## src/rtl/ret_stack.sv

```systemverilog
// Return-address stack: circular storage with occupancy, full/empty, sticky errors and flush.
// Define RET_STACK_CIRC_EN to let a push-while-full overwrite the oldest entry.
module ret_stack #(
  parameter  int WIDTH = 10,
  parameter  int DEPTH = 8,
  localparam int AW    = $clog2(DEPTH)
) (
  input  logic             clk,
  input  logic             reset,
  input  logic             push,
  input  logic             pop,
  input  logic             flush,
  input  logic             clr_err,
  input  logic [WIDTH-1:0] din,
  output logic [WIDTH-1:0] top,
  output logic [AW:0]      count,
  output logic             empty,
  output logic             full,
  output logic             overflow,
  output logic             underflow
);

  // DEPTH is a power of two, so the full count is a lone MSB
  localparam logic [AW:0] LP_FULL = {1'b1, {AW{1'b0}}};

  logic [WIDTH-1:0] r_mem [DEPTH];
  logic [AW-1:0]    r_ptr;
  logic [AW:0]      r_count;
  logic             r_ovf;
  logic             r_unf;

  logic [AW-1:0]    w_ptr_m1;
  logic [AW-1:0]    w_ptr_n;
  logic [AW:0]      w_cnt_n;
  logic [AW-1:0]    w_waddr;
  logic             w_we;
  logic             w_ovf_evt;
  logic             w_unf_evt;
  logic             w_empty;
  logic             w_full;

  assign w_empty  = (r_count == '0);
  assign w_full   = (r_count == LP_FULL);
  assign w_ptr_m1 = r_ptr - 1'b1;

  always_comb begin
    w_ptr_n   = r_ptr;
    w_cnt_n   = r_count;
    w_we      = 1'b0;
    w_waddr   = r_ptr;
    w_ovf_evt = 1'b0;
    w_unf_evt = 1'b0;
    if (flush) begin
      w_ptr_n = '0;
      w_cnt_n = '0;
    end else if (push && pop) begin
      w_we = 1'b1;
      if (w_empty) begin
        // Pop from empty is flagged, then the push lands at the base
        w_unf_evt  = 1'b1;
        w_waddr    = '0;
        w_ptr_n    = '0;
        w_ptr_n[0] = 1'b1;
        w_cnt_n    = '0;
        w_cnt_n[0] = 1'b1;
      end else begin
        w_waddr = w_ptr_m1;
      end
    end else if (push) begin
      if (!w_full) begin
        w_we    = 1'b1;
        w_ptr_n = r_ptr + 1'b1;
        w_cnt_n = r_count + 1'b1;
      end else begin
        w_ovf_evt = 1'b1;
`ifdef RET_STACK_CIRC_EN
        w_we    = 1'b1;
        w_ptr_n = r_ptr + 1'b1;
`endif
      end
    end else if (pop) begin
      if (!w_empty) begin
        w_ptr_n = w_ptr_m1;
        w_cnt_n = r_count - 1'b1;
      end else begin
        w_unf_evt = 1'b1;
      end
    end
  end

  always_ff @(posedge clk or posedge reset) begin
    if (reset) begin
      r_ptr   <= '0;
      r_count <= '0;
      r_ovf   <= 1'b0;
      r_unf   <= 1'b0;
    end else begin
      r_ptr   <= w_ptr_n;
      r_count <= w_cnt_n;
      // A fresh error in the clearing cycle keeps the flag set
      r_ovf   <= (r_ovf & ~clr_err) | w_ovf_evt;
      r_unf   <= (r_unf & ~clr_err) | w_unf_evt;
    end
  end

  always_ff @(posedge clk) begin
    if (w_we) r_mem[w_waddr] <= din;
  end

  assign top       = w_empty ? '0 : r_mem[w_ptr_m1];
  assign count     = r_count;
  assign empty     = w_empty;
  assign full      = w_full;
  assign overflow  = r_ovf;
  assign underflow = r_unf;

endmodule

```

## config.mk

```make
export PLATFORM = sky130hd
export DESIGN_NAME = ret_stack
export DESIGN_NICKNAME = d
export VERILOG_FILES = /design/src/rtl/ret_stack.sv
export SDC_FILE = /design/constraint.sdc
export NUM_CORES = 1
export LEC_CHECK = 0
export ABC_AREA = 1
export CAP_MARGIN = 20
export CORE_MARGIN = 2
export CORE_UTILIZATION = 50
export CTS_CLUSTER_DIAMETER = 200
export DETAILED_ROUTE_END_ITERATION = 16
export PLACE_DENSITY_LB_ADDON = 0.2
export SLEW_MARGIN = 0
export SYNTH_ARGS = -nofsm -noshare
export SYNTH_HDL_FRONTEND = slang
export SYNTH_SLANG_ARGS = --single-unit
```

## constraint.sdc

```tcl
create_clock -name clk -period 3.4 [get_ports clk]
set_input_delay 0.68 -clock clk [delete_from_list [all_inputs] [get_ports clk]]
set_output_delay 0.68 -clock clk [all_outputs]
set_load 0.02 [all_outputs]
```

Word level (Yosys, flattened, before mapping)
Memory sizes are Yosys's and may differ from the RTL's. Cells that the tools add are included.

Bits in registers: 9. Bits in writable memories: 80. Bits of input ports: 16. Output and inout bits: 18. Word-level logic and storage cells: 55. Memories: 1.

Memory list: r_mem (words 8, bits a word 10, read ports 1, clocked after memory_dff 0, write ports 1, line 26) `logic [WIDTH-1:0] r_mem [DEPTH];`.

$add $sub $neg: 4. Equality and inequality tests: 4. Mux-type cells: 33. Bitwise operators: 5. Reduce and logical (&&, ||, !) cells: 4.

Operators with widths (number): $mux W3 (10); $mux W4 (7); $mux W1 (15); $mux W10 (1); $ne A4 B3 Y1 const B (2); $add A4 B1 Y4 const B (1); $eq A4 B4 Y1 const B (1); $logic_not A4 Y1 (1); $reduce_and A4 Y1 (1); $reduce_bool A4 Y1 (1); $sub A4 B1 Y4 const B (1); $add A3 B1 Y3 const B (1); $ne A3 B3 Y1 const B (1); $sub A3 B1 Y3 const B (1); $and A1 B1 Y1 (2); $or A1 B1 Y1 (2); $logic_and A1 B1 Y1 (1); $not A1 Y1 (1).

Logic depth before layout (Yosys ltp)
Gate-level depths: netlist (run 1).

Depth in word-level cells: 7. Depth in mapped cells: 12.

Worst setup path before layout (run 1)
No wires, ideal clock.

Kind: flip-flop to output port. From: register r_ptr[0]. To: output port top[0]. Arrival time: 1.878 ns. Data required time: 2.720 ns. Slack: 0.842 ns. Stages on the path, launching flop included: 10. Buffers on the path: 4. Cells stage by stage: dfrtp_1 -> buf_2 -> inv_2 -> buf_2 -> ha_1 -> inv_1 -> buf_2 -> buf_2 -> a21oi_1 -> nor2_1.

Word-level cells in the longest chain between the ends: 3.

Ends and longest elaborated chain: start: declaration (line 27) `logic [AW-1:0] r_ptr;`; start signal: assignment (line 98) `r_ptr <= w_ptr_n;`; $sub A3 B1 Y3 (line 44) `assign w_ptr_m1 = r_ptr - 1'b1;`; $mem_v2 Z8 W10; $mux W10 (line 110) `assign top = w_empty ? '0 : r_mem[w_ptr_m1];`; end: declaration (line 15) `output logic [WIDTH-1:0] top,`.

Every way passes these cells.

Worst setup path in the final report (run 1)
From: register r_ptr[1]. To: output port top[8].

The elaborated chain is that of the path after synthesis.

==> metrics.txt, run 1 <==
post-cts sizing count 0; total number of vias 2,819; Vias per Instance 5.154; WL final 8843 um; GRT met3 Usage 4.835%; fraction of layout cells with a size suffix above 1 11.24%; antenna cells 0; clock transition at the registers of the reported paths 0.09 ns; max_cap viols 0; RSZ-0062 raised after global routing no; final setup violation count 0; synthesized area per cell 10.15 um2; CP startpoint r_ptr[1]$_DFFE_PP0P_; CTS Root Cell clkbuf_8; Die Area 8710 um2; Inserted Clock Buffers 9; hpwl dp 5655 um; Arr. time, crit path 2.52 ns; Initial DRC Count 207; Die Y 93.33 um; Post-synth ARST share 10.11%; Row Count 32; critical path type reg2out; FMAX 312.4 MHz; nets@finish 461; start of the worst register-to-register path count[0]$_DFFE_PP0P_; slew margin rel. 67.33%; largest net degree at the start of global routing 45; Cell Pwr Density 755.1 nW/um2; cell area after synthesis 3990 um2; grt met2 use 32.85%; total negative slack 0 ns; Max FO, Critical Path 14; Slew Limit Fails 0; Mapped Cells 393; cell taking the most area after synthesis edfxtp_1; synthesized flop and latch total 89; clock skew 0.01045 ns; Core Box Area 7727 um2; H-tree lvl count 3; synth warn 0; worst slack, placed 0.5571 ns; Starting Density 51.64%; EDFF count, synth 80; post-synth cell types 26; clk buf depth 2; # DRC 0; Final GP Congestion 0.8705; Lkg Pwr 0.001843 uW; cells on worst reg2reg path 8; endpoints failing hold 0; reg2reg setup slack 1.21 ns; gr ovfl total 0; commonest non-fill, non-tap cell in the layout nand2_1; end of the critical path top[8]; reg2reg end r_mem[3][9]$_DFFE_PP_; Max VDD drop 0.4292 mV; CP startpoint kind flip-flop; Setup Buffers After CTS 0; worst setup margin 0.1990 ns; outcome finished clean; input/output buffers 33; TritonRoute pass-1 iters 4; Hold Buf Count CTS 0; Die X 93.33 um; top_reg_cell synth edfxtp_1; synthesis-to-layout area growth 17.28%; DRT antenna net count 0; class of the worst hold path reg2reg; worst endpoint required time 2.72 ns; busiest grt layer met2; fill count 648; Synth area leaders edfxtp_1, nand2_1, nor2_1, dfrtp_1, o21ai_0; Tot GR Track Use 22.05%; Sink Count 89; vias in the first global route 2,772; met1 Use GR 32.31%; final worst path period share 94.15%; commonest non-fill, non-tap cells in the layout nand2_1, edfxtp_1, nor2_1; drt wl/cell 16.17 um; Seq/Total Area, Yosys 65.85%; post-route minimum period 3.201 ns; CTS tree built; worst skew pair latency 0.35 ns; io pins 34; Tightest Pin Transition 0.4895 ns; CP Capture Type output pin; top cell type's share of synthesized area 60.21%; global-route wire length before repair 14,290 um; syn_nets 414; initial antenna violation count 0
-- sequential cells by signal, summed over array words and instances (netlist names) --
signal,cells
count,4
overflow,1
r_mem,80
r_ptr,3
underflow,1
-- cells by family (layout without fill, tap and decap cells) --
logic type | Yosys count | count (layout) | share of synthesized area, %
buf+inv | 40 | 92 | 4.296
fa+ha+maj | 5 | 5 | 1.756
compound gates | 58 | 58 | 7.369
xor+xnor | 1 | 1 | 0.2195
flops | 89 | 89 | 65.85
simple gates | 200 | 200 | 20.51
-- final cells by class --
| cell class | instances | area (um2) | area share (%) |
|---|---|---|---|
| clock buffer | 10 | 127.6 | 2.727 |
| tap | 102 | 127.6 | 2.727 |
| clock inverter | 6 | 42.54 | 0.9091 |
| inverter | 24 | 90.09 | 1.925 |
| multi-input combinational | 264 | 1191 | 25.45 |
| sequential | 89 | 2628 | 56.15 |
| timing repair buffer | 52 | 473.0 | 10.11 |
-- worst max-delay path, stage by stage (launching register included) --
cell	delay (ns)
dfrtp_1	0.41
inv_1	0.06
ha_1	0.28
inv_1	0.05
buf_4	0.19
nor2_1	0.11
o21ai_0	0.09
nand3_1	0.10
nand2_1	0.06
nor2_1	0.19
clkdlybuf4s50_1	0.64
-- stage by stage --
stage                     total power (uW)  cells  hold WS (ns)  util (%)  area [um2]
after floorplan                       2313    393        0.4959         -        3990
after global placement                2901    531        0.5231     58.35        4509
after detailed placement              2912    531        0.5340     58.35        4509
after CTS                             3546    547        0.5476     60.56        4679
after global routing                  3772    547        0.5626     60.56        4679
final                                 3533    547        0.5399     60.56        4679
-- Yosys cell counts, types with 2 or more instances --
cell      count
buf_4         2
ha_1          4
inv_1        18
nand3_1      15
o21ai_0      34
clkinv_1      2
nand2_1      95
buf_2        10
nand2_2       6
inv_2         4
o21ai_1       8
nor2_4        2
nor2_1       78
clkbuf_1      3
a21oi_1      14
dfrtp_1       9
edfxtp_1     80
-- per-layer routing --
| metal | part of all wire, % | up-vias |
|---|---|---|
| met5 | 0 | - |
| met4 | 0.81 | 0 |
| met3 | 6.4 | 4 |
| met2 | 46 | 102 |
| met1 | 47 | 1313 |
| li1 | - | 1400 |
-- power by group --
| group | switching (uW) | total, uW | internal (uW) |
|---|---|---|---|
| sequential | 48.5 | 1320 | 1270 |
| combinational | 983 | 1570 | 591 |
| clock | 375 | 642 | 267 |
-- worst min-delay path by stage --
stage,from,to,slack (ns),cells after the start
after floorplan,r_ptr[1]$_DFFE_PP0P_,r_ptr[1]$_DFFE_PP0P_,0.50,2
after global placement,underflow$_DFF_PP0_,underflow$_DFF_PP0_,0.52,2
after detailed placement,underflow$_DFF_PP0_,underflow$_DFF_PP0_,0.53,2
after CTS,underflow$_DFF_PP0_,underflow$_DFF_PP0_,0.55,2
after global routing,underflow$_DFF_PP0_,underflow$_DFF_PP0_,0.56,2
final,underflow$_DFF_PP0_,underflow$_DFF_PP0_,0.54,2
(Power assumes the default switching activity.)
==> inputs of run 2 (changes only) <==
--- a/config.mk
+++ b/config.mk
@@ -11,6 +11,7 @@
 export CORE_UTILIZATION = 50
 export CTS_CLUSTER_DIAMETER = 200
 export DETAILED_ROUTE_END_ITERATION = 16
+export GPL_ROUTABILITY_DRIVEN = 0
 export PLACE_DENSITY_LB_ADDON = 0.2
 export SLEW_MARGIN = 0
 export SYNTH_ARGS = -nofsm -noshare
==> results of run 2 <==
The final DEF is identical to that of run 1; final timing and power are the same.
